**src/rtl/scv_pkg.sv**
```systemverilog
// Shared types and constants for the Super Cassette Vision core.
package scv_pkg;

    typedef enum logic [1:0] {S_IDLE, S_VID, S_CPU} arb_state_t;
    typedef enum logic [1:0] {SRC_NONE, SRC_VID, SRC_CPU} src_t;

    localparam int SCV_VRAM_AW = 13;

endpackage

```
**src/rtl/scv_vram_arb.sv**
```systemverilog
// Single-port VRAM arbiter: video fetch has priority, a starvation counter
// bounds CPU latency. One RAM access per clock, reads return two edges after grant.
module scv_vram_arb
    import scv_pkg::*;
#(
    parameter int AW           = SCV_VRAM_AW,
    parameter int CPU_MAX_WAIT = 4
) (
    input  logic          CLK,
    input  logic          RESETB,
    input  logic          CPU_RD,
    input  logic          CPU_WR,
    input  logic [AW-1:0] CPU_A,
    input  logic [7:0]    CPU_DI,
    output logic [7:0]    CPU_DO,
    output logic          CPU_WAIT,
    input  logic          VID_REQ,
    input  logic [AW-1:0] VID_A,
    output logic          VID_ACK,
    output logic [7:0]    VID_DO,
    output logic          VID_DV,
    output logic          RAM_CE,
    output logic          RAM_WE,
    output logic [AW-1:0] RAM_A,
    output logic [7:0]    RAM_DO,
    input  logic [7:0]    RAM_DI
);

    localparam int             CW   = $clog2(CPU_MAX_WAIT + 1);
    localparam logic [CW-1:0]  WMAX = CW'(CPU_MAX_WAIT);

    arb_state_t    state_q, state_d;
    logic          strb_q, strb_d;
    logic          cpu_pend_q, cpu_pend_d;
    logic          cpu_we_q, cpu_we_d;
    logic [AW-1:0] cpu_a_q, cpu_a_d;
    logic [7:0]    cpu_d_q, cpu_d_d;
    logic [CW-1:0] wait_cnt_q, wait_cnt_d;
    logic          ram_we_q, ram_we_d;
    logic [AW-1:0] ram_a_q, ram_a_d;
    logic [7:0]    ram_do_q, ram_do_d;
    src_t          tag1_q, tag1_d, tag2_q, tag2_d;
    logic          rd_infl_q, rd_infl_d;
    logic [7:0]    cpu_do_q, cpu_do_d;
    logic [7:0]    vid_do_q, vid_do_d;
    logic          vid_dv_q, vid_dv_d;
    logic          rise;

    always_ff @(posedge CLK or negedge RESETB) begin
        if (!RESETB) begin
            state_q    <= S_IDLE;
            strb_q     <= 1'b0;
            cpu_pend_q <= 1'b0;
            cpu_we_q   <= 1'b0;
            cpu_a_q    <= '0;
            cpu_d_q    <= '0;
            wait_cnt_q <= '0;
            ram_we_q   <= 1'b0;
            ram_a_q    <= '0;
            ram_do_q   <= '0;
            tag1_q     <= SRC_NONE;
            tag2_q     <= SRC_NONE;
            rd_infl_q  <= 1'b0;
            cpu_do_q   <= '0;
            vid_do_q   <= '0;
            vid_dv_q   <= 1'b0;
        end else begin
            state_q    <= state_d;
            strb_q     <= strb_d;
            cpu_pend_q <= cpu_pend_d;
            cpu_we_q   <= cpu_we_d;
            cpu_a_q    <= cpu_a_d;
            cpu_d_q    <= cpu_d_d;
            wait_cnt_q <= wait_cnt_d;
            ram_we_q   <= ram_we_d;
            ram_a_q    <= ram_a_d;
            ram_do_q   <= ram_do_d;
            tag1_q     <= tag1_d;
            tag2_q     <= tag2_d;
            rd_infl_q  <= rd_infl_d;
            cpu_do_q   <= cpu_do_d;
            vid_do_q   <= vid_do_d;
            vid_dv_q   <= vid_dv_d;
        end
    end

    always_comb begin
        strb_d     = CPU_RD | CPU_WR;
        rise       = strb_d & ~strb_q;
        cpu_pend_d = cpu_pend_q;
        cpu_we_d   = cpu_we_q;
        cpu_a_d    = cpu_a_q;
        cpu_d_d    = cpu_d_q;
        wait_cnt_d = wait_cnt_q;
        ram_we_d   = 1'b0;
        ram_a_d    = ram_a_q;
        ram_do_d   = ram_do_q;
        tag1_d     = SRC_NONE;
        tag2_d     = tag1_q;
        rd_infl_d  = rd_infl_q;
        cpu_do_d   = cpu_do_q;
        vid_do_d   = vid_do_q;
        vid_dv_d   = 1'b0;

        // A starved CPU access overrides the video stream.
        if (cpu_pend_q && wait_cnt_q == WMAX) state_d = S_CPU;
        else if (VID_REQ)                     state_d = S_VID;
        else if (cpu_pend_q)                  state_d = S_CPU;
        else                                  state_d = S_IDLE;

        case (state_d)
            S_VID: begin
                ram_a_d = VID_A;
                tag1_d  = SRC_VID;
            end
            S_CPU: begin
                ram_a_d  = cpu_a_q;
                ram_do_d = cpu_d_q;
                ram_we_d = cpu_we_q;
                tag1_d   = cpu_we_q ? SRC_NONE : SRC_CPU;
            end
            default: ;
        endcase

        if (state_d == S_CPU)
            wait_cnt_d = '0;
        else if (cpu_pend_q && wait_cnt_q != WMAX)
            wait_cnt_d = wait_cnt_q + CW'(1);

        // A new strobe edge while an access is still pending is dropped.
        if (cpu_pend_q) begin
            if (state_d == S_CPU) cpu_pend_d = 1'b0;
        end else if (rise) begin
            cpu_pend_d = 1'b1;
            cpu_we_d   = CPU_WR;
            cpu_a_d    = CPU_A;
            cpu_d_d    = CPU_DI;
        end

        if (tag2_q == SRC_VID) begin
            vid_dv_d = 1'b1;
            vid_do_d = RAM_DI;
        end
        if (tag2_q == SRC_CPU) begin
            cpu_do_d  = RAM_DI;
            rd_infl_d = 1'b0;
        end
        if (state_d == S_CPU && !cpu_we_q) rd_infl_d = 1'b1;
    end

    assign VID_ACK  = RESETB & (state_d == S_VID);
    assign CPU_WAIT = cpu_pend_q | rd_infl_q;
    assign CPU_DO   = cpu_do_q;
    assign VID_DO   = vid_do_q;
    assign VID_DV   = vid_dv_q;
    assign RAM_CE   = (state_q != S_IDLE);
    assign RAM_WE   = ram_we_q;
    assign RAM_A    = ram_a_q;
    assign RAM_DO   = ram_do_q;

endmodule

```
**config.mk**
```make
export PLATFORM = sky130hd
export DESIGN_NAME = scv_vram_arb
export DESIGN_NICKNAME = d
export VERILOG_FILES = /design/src/rtl/scv_pkg.sv /design/src/rtl/scv_vram_arb.sv
export SDC_FILE = /design/constraint.sdc
export NUM_CORES = 1
export LEC_CHECK = 0
export CORE_MARGIN = 5
export CORE_UTILIZATION = 42
export CTS_BUF_LIST = sky130_fd_sc_hd__clkbuf_16
export DETAILED_ROUTE_END_ITERATION = 8
export PLACE_DENSITY = 0.75
export SYNTH_ARGS = -nofsm -noshare
export SYNTH_HDL_FRONTEND = slang
export SYNTH_SLANG_ARGS = --single-unit
```
**constraint.sdc**
```tcl
create_clock -name CLK -period 1.4 [get_ports CLK]
set_input_delay 0.21 -clock CLK [delete_from_list [all_inputs] [get_ports CLK]]
set_output_delay 0.21 -clock CLK [all_outputs]
set_load 0.01 [all_outputs]
```
==> results.py <==
metrics = {
    "sta": {
        "period_minus_slack_ns": 1.573,
        "relSlewSlack": 0.4069,
        "fin_skew_ns": 0.002876,
        "final_hold_viol_count": 0,
        "fin_ws_ns": -0.1725,
        "rsz0062_at_grt": "yes",
        "fin_tns_setup_ns": -2.654,
        "slew_violations": 0,
        "period_share": 1.123,
        "max_freq_mhz": 635.9,
        "tightest_slew_ns": 0.8897,
        "finalSetupViolCount": 31,
    },
    "logic_synthesis": {
        "syn_avg_cell_area_um2": 14.00,
        "synth_most_common_cell": "dfrtp_1",
        "synthCells": 214,
        "synth_common_cells": "73 x dfrtp_1, 51 x mux2_2, 18 x inv_1, 15 x o22ai_1, 13 x a21oi_1",
        "synth_area_leaders": "dfrtp_1 61%, mux2_2 19%, mux2_4 4.0%",
        "synth_top_area_share": 0.6099,
        "yosys.area.top_type": "dfrtp_1",
        "ys_seq_area_frac": 0.6099,
        "synth_seq_cells": 73,
        "synth_edf_count": 0,
        "synthFlopType": "dfrtp_1",
        "synth_nets": 263,
        "synthDistinctLibCells": 24,
        "async_reset_ff_frac": 1.000,
        "syn-cell-area_um2": 2995,
        "synth_warnings": 0,
    },
    "global_routing": {
        "track_usage": 0.1573,
        "grt_max_degree": 74,
        "overflow": 0,
        "first_global_vias": 2197,
        "grt_pass1_wl_um": 10750,
        "antenna_found_initial": 0,
    },
    "power": {
        "vdd_drop_max_mv": 0.8889,
        "p_seq_frac": 0.389,
        "switching_power_uw": 2320,
        "power_frac_comb": 0.338,
        "switching_share": 0.2886,
        "power.leakage_uw": 0.002200,
        "p_int_uw": 5718,
        "p_clk_frac": 0.273,
        "power.density_nw_per_um2": 1726,
    },
    "final_layout": {
        "area_growth_pct": 55.47,
        "drive_gt1_frac": 0.4290,
        "nFillCells": 510,
        "nets": 382,
        "final_cell_area_um2": 4657,
        "antennaDiodeCount": 0,
    },
    "cts": {
        "worstSkewPairLatency_ns": 0.32,
        "clock-root-buffer": "clkbuf_16",
        "clock_sinks": 73,
        "cts_max_path_buffers": 2,
        "cts_buffers": 9,
        "cts_tree": "done",
        "clkTransAtPathRegs_ns": 0.06,
        "cts_max_level": 3,
    },
    "floorplan": {
        "die_y_um": 94.45,
        "num_rows": 30,
        "die_x_um": 94.45,
        "fp.coreArea_um2": 6869,
        "pin_count": 89,
        "die_area_um2": 8921,
        "start_util": 0.4361,
    },
    "placement": {
        "place_ws_ns": -0.4641,
        "postPlaceCellArea_um2": 4090,
        "port_buffers": 88,
        "dp_hpwl_um": 4390,
        "gp_congestion": 0.7327,
    },
    "worst_setup_path": {
        "path_class": "flop to flop",
        "critical_path_arrival_ns": 1.78,
        "r2r_start": "wait_cnt_q[0]",
        "setup.worst_path.start_class": "flop",
        "crit_path_end_kind": "flop",
        "worstPathRequired_ns": 1.61,
        "startpoint": "wait_cnt_q[0]",
        "cp_max_fo": 5,
    },
    "route": {
        "drt-pass1-iter-count": 4,
        "drc": 0,
        "postRouteAntennaNets": 0,
        "wire_per_inst_um": 16.43,
        "drt_iter0_markers": 56,
        "routed_wirelength_um": 7132,
        "vias_per_cell": 4.876,
        "vias": 2116,
    },
    "run_status": {
        "violations": "setup timing",
        "status": "complete, but fails checks",
    },
    "worst_hold_path": {
        "hp-class": "input pin to asynchronous set/reset pin",
    },
    "run": {
        "maxCapViolCount": 0,
    },
}
-- power by group through the flow --
stage | clock (uW) | combinational (uW) | sequential, uW
after CTS | 2230 | 2570 | 3120
after global routing | 2330 | 2950 | 3200
after global placement | 0 | 2550 | 3140
after floorplan | 0 | 1070 | 3280
final | 2200 | 2720 | 3120
after detailed placement | 0 | 2610 | 3160
-- metal layers --
metal | part of all wire | wire length (um) | GRT usage
met3 | 0.051 | 367 | 0.04861
met5 | 0 | 0 | 0
met2 | 0.51 | 3619 | 0.2559
met4 | 0.017 | 124 | 0.06010
met1 | 0.42 | 3020 | 0.1971
-- worst max-delay path, stage by stage (launching register included) --
cell and delay, ns:
dfrtp_1 0.37, inv_2 0.06, ha_4 0.17, buf_6 0.11, a21bo_4 0.21, nand2_4 0.10, buf_12 0.13, mux2_4 0.30
-- stage by stage --
stage / hold WS (ns) / power [uW] / utilization / std cells
floorplan: -0.08559 / 4349 / - / 214
global placement: 0.3338 / 5689 / 0.5954 / 406
detailed placement: 0.3396 / 5765 / 0.5954 / 406
CTS: 0.1534 / 7914 / 0.6499 / 427
global route: 0.1935 / 8477 / 0.6780 / 434
finish: 0.1140 / 8037 / 0.6780 / 434
-- sequential cells by signal, indices dropped and copies added (netlist names), 2 cells and up --
register / cells
CPU_DO: 8
RAM_A: 13
RAM_DO: 8
VID_DO: 8
cpu_a_q: 13
cpu_d_q: 8
state_q: 2
tag1_q: 2
tag2_q: 2
wait_cnt_q: 3
-- path summary, 6_finish.rpt --
kind / slack, ns / cells past startpoint / endpoint
min in group CLK: 0.35 / 0 / tag2_q[1]
worst max-delay path: -0.17 / 7 / RAM_DO[3]
worst max register to register: -0.17 / 7 / RAM_DO[3]
worst min register to register: 0.35 / 0 / tag2_q[1]
max in group asynchronous: 0.71 / 2 / tag1_q[0]
worst min-delay path: 0.11 / 2 / cpu_a_q[5]
-- kinds of logic (layout without fill, tap and decap cells) --
family / Yosys count / after routing / share of synthesized area
compound gates: 31 / 31 / 0.06266
xor+xnor: 1 / 1 / 0.002925
fa+ha+maj: 2 / 2 / 0.008353
buf+inv: 30 / 154 / 0.05179
flops: 73 / 73 / 0.6099
mux: 60 / 60 / 0.2352
simple gates: 17 / 17 / 0.02924
-- cell type report --
cell class	count	area, um2	share of cell area
sequential	73	1827	0.3923
multi-input combinational	111	1182	0.2539
timing repair buffer	119	1164	0.2499
clock buffer	9	225.2	0.04836
tap	96	120.1	0.02579
inverter	19	76.32	0.01639
clock inverter	7	62.56	0.01343
-- what timing repair did --
action,in CTS,in global routing
gates cloned,1,3
endpoints found under the hold margin,0,0
setup buffers,4,6
setup endpoints to repair,67,51
pin swaps,6,6
resized for setup,71,24
hold buffers,0,0
-- placed cells by master, fill, tap and decap left out, types with 11 or more instances in the layout --
cell type / instances
o22ai_2: 12
buf_4: 20
dlygate4sd2_1: 38
a21oi_2: 11
inv_1: 17
mux2_2: 51
clkbuf_16: 11
clkdlybuf4s50_1: 45
dfrtp_1: 73
(Power assumes the default switching activity.)
